[src/rtl/mem_access_ctrl.sv]
// Memory access controller: turns a single-cycle request from the control
// unit into a MOV/MOC four-phase handshake with the RAM. Misaligned requests
// are refused with a one-cycle pulse. A RAM that never answers is released
// after TIMEOUT cycles.
//
// RAM handshake: MOV is raised with the address, data, direction and size
// already stable. The RAM raises MOC when the access is complete, and read
// data is valid on DataOut while MOC is high. MOV is then dropped and MOCoff
// raised. The controller waits for MOC to fall before finishing. The latched
// bus values stay stable until the controller is back in IDLE.
module mem_access_ctrl #(
  parameter int unsigned TIMEOUT = 15
) (
  input  logic        clk,
  input  logic        reset,
  input  logic        req,
  input  logic        req_rw,
  input  logic [2:0]  req_size,
  input  logic [31:0] req_addr,
  input  logic [31:0] req_wdata,
  output logic        busy,
  output logic        done,
  output logic [31:0] rdata,
  output logic        align_fault,
  output logic        timeout,
  output logic        MOV,
  output logic        ReadWrite,
  output logic [2:0]  MS_2_0,
  output logic [31:0] Address,
  output logic [31:0] DataIn,
  output logic        MOCoff,
  input  logic        MOC,
  input  logic [31:0] DataOut,
  output logic [1:0]  state_dbg
);

  localparam logic [7:0] TO_LIM = 8'(TIMEOUT);

  typedef enum logic [1:0] {
    IDLE    = 2'd0,
    WAIT    = 2'd1,
    RELEASE = 2'd2,
    DONE    = 2'd3
  } state_t;

  state_t      state, state_d;
  logic [7:0]  cnt, cnt_d;
  logic        to_flag, to_flag_d;
  logic        rw_d;
  logic [2:0]  ms_d;
  logic [31:0] addr_d, wdata_d, rdata_d;
  logic        fault_d;
  logic        misaligned;

  assign state_dbg = state;

  // Alignment rule: halfwords on even addresses, words on multiples of four.
  // Size code 11 is reserved and always refused.
  assign misaligned = (req_size[1:0] == 2'b11) ||
                      ((req_size[1:0] == 2'b01) && req_addr[0]) ||
                      ((req_size[1:0] == 2'b10) && (req_addr[1:0] != 2'b00));

  // Next-state and next-register values; requests only matter in IDLE.
  always_comb begin
    state_d   = state;
    cnt_d     = cnt;
    to_flag_d = to_flag;
    rw_d      = ReadWrite;
    ms_d      = MS_2_0;
    addr_d    = Address;
    wdata_d   = DataIn;
    rdata_d   = rdata;
    fault_d   = 1'b0;
    case (state)
      IDLE: begin
        if (req) begin
          if (misaligned) begin
            fault_d = 1'b1;
          end else begin
            rw_d      = req_rw;
            ms_d      = req_size;
            addr_d    = req_addr;
            wdata_d   = req_wdata;
            cnt_d     = 8'd0;
            to_flag_d = 1'b0;
            state_d   = WAIT;
          end
        end
      end
      WAIT: begin
        if (MOC) begin
          state_d = RELEASE;
          if (ReadWrite) rdata_d = DataOut;
        end else if ((cnt + 8'd1) == TO_LIM) begin
          cnt_d     = cnt + 8'd1;
          to_flag_d = 1'b1;
          state_d   = RELEASE;
        end else begin
          cnt_d = cnt + 8'd1;
        end
      end
      RELEASE: begin
        if (!MOC) state_d = DONE;
      end
      DONE: begin
        state_d = IDLE;
      end
      default: begin
        state_d = IDLE;
      end
    endcase
  end

  // State, latched bus and registered outputs derived from the next state.
  always_ff @(posedge clk) begin
    if (reset) begin
      state       <= IDLE;
      cnt         <= 8'd0;
      to_flag     <= 1'b0;
      ReadWrite   <= 1'b1;
      MS_2_0      <= 3'd0;
      Address     <= 32'd0;
      DataIn      <= 32'd0;
      rdata       <= 32'd0;
      MOV         <= 1'b0;
      MOCoff      <= 1'b0;
      busy        <= 1'b0;
      done        <= 1'b0;
      align_fault <= 1'b0;
      timeout     <= 1'b0;
    end else begin
      state       <= state_d;
      cnt         <= cnt_d;
      to_flag     <= to_flag_d;
      ReadWrite   <= rw_d;
      MS_2_0      <= ms_d;
      Address     <= addr_d;
      DataIn      <= wdata_d;
      rdata       <= rdata_d;
      MOV         <= (state_d == WAIT);
      MOCoff      <= (state_d == RELEASE);
      busy        <= (state_d != IDLE);
      done        <= (state_d == DONE);
      timeout     <= (state_d == DONE) && to_flag_d;
      align_fault <= fault_d;
    end
  end

endmodule
[config.mk]
export PLATFORM = sky130hd
export DESIGN_NAME = mem_access_ctrl
export DESIGN_NICKNAME = d
export VERILOG_FILES = /design/src/rtl/mem_access_ctrl.sv
export SDC_FILE = /design/constraint.sdc
export NUM_CORES = 1
export LEC_CHECK = 0
export ABC_AREA = 1
export BUFFER_PORTS_ARGS = -buffer_cell sky130_fd_sc_hd__buf_2
export CAP_MARGIN = 30
export CORE_UTILIZATION = 49
export DETAILED_ROUTE_END_ITERATION = 10
export MAX_ROUTING_LAYER = met4
export PLACE_DENSITY_LB_ADDON = 0.25
export SYNTH_ARGS = -nofsm -noshare
export SYNTH_HDL_FRONTEND = slang
export SYNTH_SLANG_ARGS = --single-unit
[constraint.sdc]
create_clock -name clk -period 2.4 [get_ports clk]
set_clock_uncertainty 0.05 [all_clocks]
set_input_delay 0.12 -clock clk [delete_from_list [all_inputs] [get_ports clk]]
set_output_delay 0.12 -clock clk [all_outputs]
set_load 0.02 [all_outputs]
==> impl_metrics.yaml, run 1 <==
status:
  outcome: "complete, no violations"
synthesis:
  synthXorXnorAreaFrac_pct: 0
  synth.most_common_cell: "nor2_1"
  synth_cell_type_count: 29
  synth_top_family_by_area: "simple AND/OR/NAND/NOR gates"
  synth_common_cells: "nor2_1, dfxtp_1, o21ai_0"
  async_flop_share_pct: 0
  syn_inst: 553
  yosysTopAreaCell: "dfxtp_1"
  synth_edf_count: 0
  synth-simple-area-share_pct: 25.6
  yosysSeqAreaShare_pct: 53.9
  postSynthAreaPerCell_um2: 7.86
  syn-num-nets: 659
  synth_compound_area_share_pct: 14.2
  synth_top_area_share_pct: 53.9
  yosys_warnings: 0
  synth.top_cells.by_area: "dfxtp_1, nor2_1, o21ai_0, nand2_1, nor2_2"
  ys_ff_latch: 117
  synth_mux_area_share_pct: 0
  ys.flop_type: "dfxtp_1"
  synth_fa_ha_area_share_pct: 0.576
  syn_area_mm2: 0.00434
power:
  cellPowerDensity_mw_per_mm2: 794
  swShare_pct: 26.6
  p_sw_mw: 1.49
  total_power_mw: 5.59
  p_comb_share_pct: 16.8
  clock_power_share_pct: 44.4
  seq_power_share_pct: 38.8
  ir_worst_vdd_v: 0.000499
  p_leak_nw: 3.34
  p_int_mw: 4.10
cells_and_area:
  final_net_count: 967
  antenna_cells: 0
  stdcell_count: 978
  drive_above_1_share_pct: 31.3
  area_growth_pct: 62.1
clocking:
  clockBufferDepth: 2
  root_buffer: "clkbuf_8"
  clk_latency_ns: 0.50
  numCtsBuffers: 17
  cts_sinks: 117
  cts.htree.levels: 4
  clkTransAtPathRegs_ns: 0.05
  cts_tree: "built"
detailed_routing:
  vias: 5082
  drt-initial-drc-count: 226
  totalWireLength_um: 15100
  drc: 0
  viasPerCell: 5.20
  firstDrtPassIters: 5
  final_antenna_net_count: 0
  avgRoutedWirePerCell_um: 15.5
sta:
  rsz0062_at_grt: "false"
  setup_tns_ns: 0
  slew_headroom_pct: 62.6
  final-setup-viol-count: 0
  hold_violations: 0
  fmax_mhz: 577
  final.period_utilization_pct: 72.2
  tightest_slew_ns: 0.560
  slew_violations: 0
  min_period_ns: 1.73
global_routing:
  grt_max_degree: 69
  grt_overflow: 0
  grt_pass1_wl_um: 22700
  antenna_found_initial: 0
  grt_usage_pct: 33.4
  first_global_vias: 4993
die:
  placementRows: 33
  ioPinCount: 212
  die_area_mm2: 0.00925
  start_util_pct: 51.8
  die_y_um: 96.2
  core_mm2: 0.00838
  die-width_um: 96.2
setup_path:
  crit_path_start_kind: "register"
  rrSetupSlack_ns: 0.67
  worstPathArrival_ns: 2.06
  reg2reg_from: "state_dbg[1]$_SDFF_PP0_"
  reg2reg_to: "DataIn[24]$_SDFFE_PP0P_"
  worstPathMaxFanout: 34
  r2r_cells: 5
  worstSetupPathType: "reg -> reg"
  required_ns: 2.73
  endpoint_kind: "register"
worst_hold_path:
  holdPathStages: 4
  hold_class: "in -> reg"
  min_to: "ReadWrite$_SDFFE_PP1P_"
  hold_start: "req_rw"
job:
  max_cap_viol_count: 0
placed_design:
  hpwl_um: 8180
  io_buffer_count: 211
  dp.cells: 843
  place_congestion: 0.898
## metrics by stage
step	hold slack [ns]	setup slack, ns	cell area [µm²]	utilization, %
final	0.325	0.668	7040	84.0
after global routing	0.363	0.542	7040	84.0
after CTS	0.296	0.699	7040	84.0
after detailed placement	0.280	0.728	5420	64.7
after global placement	0.275	0.824	5420	64.7
after floorplan	0.183	0.906	4340	-
## power groups by stage
stage | Clock, mW | Sequential (mW) | Combinational (mW)
final | 2.48 | 2.17 | 0.937
after global routing | 2.59 | 2.18 | 1.02
after CTS | 2.50 | 2.16 | 0.903
after detailed placement | 0 | 2.20 | 0.769
after global placement | 0 | 2.20 | 0.750
after floorplan | 0 | 2.36 | 0.325
## state kept, by name, indices dropped and copies added (netlist names), 2 cells and up
name,count
Address,32
MS_2_0,3
state_dbg,2
rdata,32
cnt,8
DataIn,32
## critical path, stage by stage (launching register included)
cell     delay (ns)
dfxtp_1        0.38
nor2_1         0.24
nand3_4        0.22
buf_4          0.29
o21ai_0        0.32
nor2_1         0.09
## layer usage
metal	up-vias	global-route usage [%]	wire length, µm
li1	2391	-	-
met5	-	-	0
met4	0	17.4	563
met1	2312	32.5	5420
met3	59	11.1	1400
met2	320	58.8	7760
## logic make-up (layout without fill, tap and decap cells)
family / count (synthesis) / count (layout)
AND/OR/NAND/NOR: 263 / 263
flip-flops: 117 / 117
adder cells (fa/ha/maj): 2 / 2
AO/OA/AOI/OAI: 118 / 118
buffers and inverters: 53 / 373
## cell usage in the layout, fill, tap and decap left out, types with 2 or more instances in the layout
cell type | synthesis | final
buf_2 | 12 | 211
nor2_1 | 199 | 199
dfxtp_1 | 117 | 117
dlygate4sd3_1 | 0 | 104
o21ai_0 | 101 | 101
nand2_1 | 27 | 27
inv_1 | 17 | 16
clkbuf_16 | 0 | 16
nor2_2 | 13 | 13
nand3_1 | 11 | 11
a21oi_1 | 8 | 8
buf_4 | 1 | 5
inv_2 | 3 | 4
clkinvlp_4 | 0 | 4
clkbuf_1 | 15 | 4
o21ai_1 | 3 | 3
nand3_2 | 3 | 3
clkbuf_8 | 0 | 3
bufinv_16 | 0 | 3
nor3_2 | 2 | 2
o21bai_1 | 2 | 2
nand4_1 | 2 | 2
nand2_2 | 2 | 2
ha_1 | 2 | 2
## timing repair
item,in CTS,in global routing
buffers inserted,0,0
endpoints found under the hold margin,111,0
hold buffers,104,0
gates resized for setup,0,0
## final cells by class
class                   instances  area (µm²)
flip-flops and latches        117        2340
repair buffers                321        2150
multi-input cells             383        1750
fillers                       488        1340
clock buffers                  23         457
well taps                     105         131
clock inverters                 8         125
inverters                      21        81.3
## how the worst max path moves through the flow
| stage | start | to | slack (ns) |
|---|---|---|---|
| final | state_dbg[1]$_SDFF_PP0_ | DataIn[24]$_SDFFE_PP0P_ | 0.67 |
| after floorplan | state_dbg[0]$_SDFF_PP0_ | cnt[1]$_SDFFE_PP0P_ | 0.91 |
| after detailed placement | cnt[1]$_SDFFE_PP0P_ | busy$_SDFF_PP0_ | 0.73 |
| after global routing | cnt[1]$_SDFFE_PP0P_ | busy$_SDFF_PP0_ | 0.54 |
| after CTS | cnt[1]$_SDFFE_PP0P_ | busy$_SDFF_PP0_ | 0.70 |
| after global placement | cnt[1]$_SDFFE_PP0P_ | busy$_SDFF_PP0_ | 0.82 |
No activity file was read; power rests on OpenSTA's default activity.
==> inputs of run 2 (changes only) <==
--- a/config.mk
+++ b/config.mk
@@ -5,10 +5,10 @@
 export SDC_FILE = /design/constraint.sdc
 export NUM_CORES = 1
 export LEC_CHECK = 0
-export ABC_AREA = 1
+export ABC_AREA = 0
 export BUFFER_PORTS_ARGS = -buffer_cell sky130_fd_sc_hd__buf_2
 export CAP_MARGIN = 30
-export CORE_UTILIZATION = 49
+export CORE_UTILIZATION = 46
 export DETAILED_ROUTE_END_ITERATION = 10
 export MAX_ROUTING_LAYER = met4
 export PLACE_DENSITY_LB_ADDON = 0.25
==> constraint.sdc (replaced) <==
create_clock -name clk -period 1.7 [get_ports clk]
set_clock_uncertainty 0.05 [all_clocks]
set_input_delay 0.085 -clock clk [delete_from_list [all_inputs] [get_ports clk]]
set_output_delay 0.085 -clock clk [all_outputs]
set_load 0.02 [all_outputs]
==> run 2 against run 1 <==
Against the previous run: the run now ends with setup timing left; critical path type unchanged; routed wire length fell by 5.5%; combinational power up 9.9%; sequential share of layout area down 1.0 points.
==> impl_metrics.yaml, run 2 <==
synthesis:
  syn-num-nets: 653
  synth_fa_ha_area_share_pct: 0.575
  yosysSeqAreaShare_pct: 53.8
  syn_area_mm2: 0.00435
  synth_mux_area_share_pct: 0
  synth-simple-area-share_pct: 23.5
  yosys_warnings: 0
  synth.most_common_cell: "nand2_1"
  synth_edf_count: 0
  ys_ff_latch: 117
  synth_top_area_share_pct: 53.8
  synth_common_cells: "nand2_1, dfxtp_1, a21oi_1"
  async_flop_share_pct: 0
  synth_top_family_by_area: "simple AND/OR/NAND/NOR gates"
  synth_compound_area_share_pct: 16.8
  ys.flop_type: "dfxtp_1"
  synth.top_cells.by_area: "dfxtp_1, nand2_1, a21oi_1, clkbuf_1, buf_6"
  synthXorXnorAreaFrac_pct: 0.201
  yosysTopAreaCell: "dfxtp_1"
  synth_cell_type_count: 43
  postSynthAreaPerCell_um2: 7.96
  syn_inst: 547
detailed_routing:
  firstDrtPassIters: 6
  drt-initial-drc-count: 240
  vias: 5096
  totalWireLength_um: 14300
  drc: 0
  final_antenna_net_count: 0
  avgRoutedWirePerCell_um: 14.5
  viasPerCell: 5.15
power:
  p_int_mw: 5.58
  swShare_pct: 25.7
  seq_power_share_pct: 39.1
  ir_worst_vdd_v: 0.000673
  cellPowerDensity_mw_per_mm2: 1030
  clock_power_share_pct: 47.2
  p_comb_share_pct: 13.7
  p_sw_mw: 1.93
  p_leak_nw: 3.23
sta:
  slew_headroom_pct: 68.3
  worst_slack_ns: -0.0450
  final-setup-viol-count: 1
  hold_violations: 0
  slew_violations: 0
  whs_ns: 0.307
  rsz0062_at_grt: "true"
  setup_tns_ns: -0.0450
  final.period_utilization_pct: 103
  tightest_slew_ns: 0.475
  min_period_ns: 1.75
  fmax_mhz: 573
setup_path:
  worstSetupPathType: "reg -> reg"
  required_ns: 2.06
  worstPathMaxFanout: 4
  r2r_cells: 6
  worstPathArrival_ns: 2.10
  endpoint_kind: "register"
  crit_path_start_kind: "register"
die:
  core_mm2: 0.00920
  start_util_pct: 47.3
  die_y_um: 99.3
  die_area_mm2: 0.00985
  placementRows: 35
  die-width_um: 99.3
  ioPinCount: 212
clocking:
  clkTransAtPathRegs_ns: 0.06
  clk_latency_ns: 0.50
  numCtsBuffers: 17
  root_buffer: "clkbuf_8"
  clockBufferDepth: 2
  cts_tree: "built"
  cts_sinks: 117
  cts.htree.levels: 4
cells_and_area:
  fin_util_pct: 79.3
  largestRegisters: "Address x32, DataIn x32, rdata x32"
  multi_input_area_mm2: 0.00186
  stdcell_count: 989
  antenna_cells: 0
  seq_area_mm2: 0.00235
  final_common_cell: "buf_2"
  fill_cells: 595
  final_net_count: 971
  postLayoutCellArea_mm2: 0.00730
  area_growth_pct: 67.7
  layout_common_cells: "buf_2, nand2_1, dfxtp_1"
  drive_above_1_share_pct: 32.6
global_routing:
  grt_pass1_wl_um: 22100
  antenna_found_initial: 0
  grt_overflow: 0
  grt_max_degree: 50
  first_global_vias: 4991
  grt_usage_pct: 28.9
placed_design:
  place_congestion: 0.941
  dp.cells: 852
  hpwl_um: 7940
  io_buffer_count: 211
  dpl-instance-area_mm2: 0.00557
worst_hold_path:
  holdPathStages: 4
  hold_class: "in -> reg"
job:
  max_cap_viol_count: 0
status:
  violations: "setup timing"
  outcome: "finished, violations left"
[run 2: cell count changes after synthesis, moves of 12 or more]
cell,delta
a21oi_1,+100
nand2_1,+178
nor2_1,-192
clkbuf_1,+12
nor2_2,-13
o21ai_0,-96
[run 2: routing by layer]
metal / vias to the layer above / share of wire (%) / track usage (%)
li1: 2447 / - / -
met1: 2377 / 39 / 29.7
met2: 224 / 53 / 51.9
met3: 48 / 5.2 / 6.47
met4: 0 / 3.4 / 14.3
met5: - / 0 / -
[run 2: cell families after synthesis]
group | Yosys count
AOI/OAI and AO/OA | 133
buffers and inverters | 47
adders and majority gates | 2
xor gates and xnor gates | 1
and+or+nand+nor | 247
DFF | 117
[run 2: layout make-up]
class,instances,area share (%)
clock buffer,17,5.68
clock inverter,15,2.47
tap,111,1.90
timing repair buffer,338,31.8
multi-input combinational,383,25.5
sequential,117,32.2
inverter,8,0.446
[run 2: through the flow]
step / total power, mW / setup WS [ns]
4_1_cts: 7.50 / -0.0479
5_1_grt: 7.77 / -0.105
6_report: 7.51 / -0.0450
3_3_place_gp: 3.76 / -0.0779
2_1_floorplan: 3.45 / -0.00862
3_5_place_dp: 3.78 / -0.140
[run 2: timing repair]
action,in CTS,in global routing
pin swaps,3,1
setup buffers,0,1
cloned,0,1
endpoints found under the hold margin,109,0
resized for setup,9,9
hold buffers,103,0
setup endpoints to repair,5,33
[run 2: power groups by stage]
stage / registers [mW] / clock network, mW / logic, mW
after detailed placement: 2.99 / 0 / 0.795
after global routing: 2.95 / 3.72 / 1.11
after global placement: 2.98 / 0 / 0.777
after CTS: 2.93 / 3.59 / 0.983
after floorplan: 3.14 / 0 / 0.314
final: 2.93 / 3.55 / 1.03
[run 2: path summary, 6_finish.rpt]
| kind | from | end | slack (ns) |
|---|---|---|---|
| worst max register to register | cnt[0]$_SDFFE_PP0P_ | state_dbg[1]$_SDFF_PP0_ | -0.05 |
| worst max-delay path | cnt[0]$_SDFFE_PP0P_ | state_dbg[1]$_SDFF_PP0_ | -0.05 |
| worst min-delay path | req_rw | ReadWrite$_SDFFE_PP1P_ | 0.31 |
| worst min register to register | DataIn[6]$_SDFFE_PP0P_ | DataIn[6]$_SDFFE_PP0P_ | 0.40 |
[run 2: worst max-delay path, stage by stage (launching register included)]
cell,delay [ns]
dfxtp_4,0.37
inv_4,0.06
ha_4,0.12
nor4b_4,0.20
o21ai_2,0.10
or4_4,0.55
a221oi_2,0.22
==> inputs of run 3 (changes only) <==
--- a/config.mk
+++ b/config.mk
@@ -12,6 +12,7 @@
 export DETAILED_ROUTE_END_ITERATION = 10
 export MAX_ROUTING_LAYER = met4
 export PLACE_DENSITY_LB_ADDON = 0.25
+export RECOVER_POWER = 50
 export SYNTH_ARGS = -nofsm -noshare
 export SYNTH_HDL_FRONTEND = slang
 export SYNTH_SLANG_ARGS = --single-unit
==> run 3 against run 2 <==
Against the previous run: the flow still finishes with violations (setup timing); register-to-register slack barely moved; sequential power barely moved; combinational power barely moved; core utilization fell by 1.5 points; via count fell by 0.41%.
==> impl_metrics.yaml, run 3 (same netlist as run 2, synthesis figures left out) <==
clocking:
  clkTransAtPathRegs_ns: 0.06
  numCtsBuffers: 17
  cts.htree.levels: 4
  clk_latency_ns: 0.50
  root_buffer: "clkbuf_8"
  clockBufferDepth: 2
  cts_tree: "built"
  cts_sinks: 117
sta:
  rsz0062_at_grt: "true"
  hold_violations: 0
  fmax_mhz: 572
  whs_ns: 0.310
  worst_slack_ns: -0.0473
  min_period_ns: 1.75
  final.period_utilization_pct: 103
  final-setup-viol-count: 2
  tightest_slew_ns: 0.472
  slew_violations: 0
  setup_tns_ns: -0.0490
  slew_headroom_pct: 68.5
global_routing:
  met1_usage_pct: 29.7
  antenna_found_initial: 0
  grt_max_degree: 50
  grt_pass1_wl_um: 22100
  use_met3_pct: 6.47
  grt_busiest_layer: "met2"
  grt_usage_pct: 28.9
  first_global_vias: 4991
  grt_overflow: 0
  grt_util_met2_pct: 51.9
cells_and_area:
  fin_util_pct: 77.8
  final_common_cell: "nand2_1"
  layout_common_cells: "nand2_1, dfxtp_1, a21oi_1, clkbuf_1"
  area_growth_pct: 64.5
  drive_above_1_share_pct: 20.2
  antenna_cells: 0
  fill_cells: 671
  final_net_count: 971
  largestRegisters: "Address x32, DataIn x32, rdata x32"
setup_path:
  worstPathMaxFanout: 4
  crit_path_start_kind: "register"
  worstPathArrival_ns: 2.10
  worstSetupPathType: "reg -> reg"
  required_ns: 2.06
  endpoint_kind: "register"
power:
  ir_worst_vdd_v: 0.000671
  cellPowerDensity_mw_per_mm2: 1040
  p_leak_nw: 2.78
  total_power_mw: 7.48
detailed_routing:
  drt-initial-drc-count: 285
  avgRoutedWirePerCell_um: 14.5
  firstDrtPassIters: 4
  viasPerCell: 5.13
  drc: 0
  final_antenna_net_count: 0
  totalWireLength_um: 14300
  vias: 5075
die:
  ioPinCount: 212
  placementRows: 35
  die_area_mm2: 0.00985
  core_mm2: 0.00920
  die-width_um: 99.3
  start_util_pct: 47.3
  die_y_um: 99.3
job:
  max_cap_viol_count: 0
status:
  outcome: "finished, violations left"
  violations: "setup timing"
placed_design:
  place_ws_ns: -0.140
  place_congestion: 0.941
  hpwl_um: 7940
  io_buffer_count: 211
worst_hold_path:
  hold_class: "in -> reg"
==> run 3: worst max-delay path, stage by stage, from the launching register on <==
cell and delay, ns:
dfxtp_4 0.37, inv_4 0.06, ha_4 0.12, nor4b_4 0.20
o21ai_2 0.10, or4_4 0.55, a221oi_2 0.22
==> run 3: repair_timing <==
action / CTS / global route
endpoints found under the setup margin: 5 / 33
hold endpoints to repair: 109 / 0
hold buffers: 103 / 0
gates resized for setup: 9 / 9
gates cloned: 0 / 1
setup buffers: 0 / 1
pin swaps: 3 / 1
==> run 3: area by class of cell <==
type | count | area (µm²) | share of cell area, %
Timing Repair Buffer | 338 | 2180 | 30.5
Sequential cell | 117 | 2350 | 32.8
Clock buffer | 17 | 414 | 5.79
Multi-Input combinational cell | 383 | 1860 | 26.0
Tap cell | 111 | 139 | 1.94
Clock inverter | 15 | 180 | 2.52
Inverter | 8 | 32.5 | 0.455
==> run 3: report_power, final <==
part	switching, mW	total (mW)	internal (mW)
clock	1.30	3.54	2.24
sequential	0.0721	2.94	2.86
combinational	0.560	0.998	0.437
==> run 3: metal layers <==
metal | up-vias | part of all wire [%]
met5 | - | 0
met4 | 0 | 3.3
met3 | 42 | 5.4
met2 | 219 | 52
met1 | 2369 | 39
li1 | 2445 | -
==> run 3: path summary, 6_finish.rpt <==
check        slack, ns  cells after the start                    from                 endpoint
min reg2reg       0.40                      2  DataIn[6]$_SDFFE_PP0P_   DataIn[6]$_SDFFE_PP0P_
max reg2reg      -0.05                      6     cnt[0]$_SDFFE_PP0P_  state_dbg[1]$_SDFF_PP0_
min               0.31                      4                  req_rw   ReadWrite$_SDFFE_PP1P_
max              -0.05                      6     cnt[0]$_SDFFE_PP0P_  state_dbg[1]$_SDFF_PP0_
==> run 3: metrics by stage <==
stage	cell area, µm²	instances
after floorplan	4370	547
after global placement	5570	852
after global routing	7160	989
final	7160	989
after CTS	7230	987
after detailed placement	5570	852
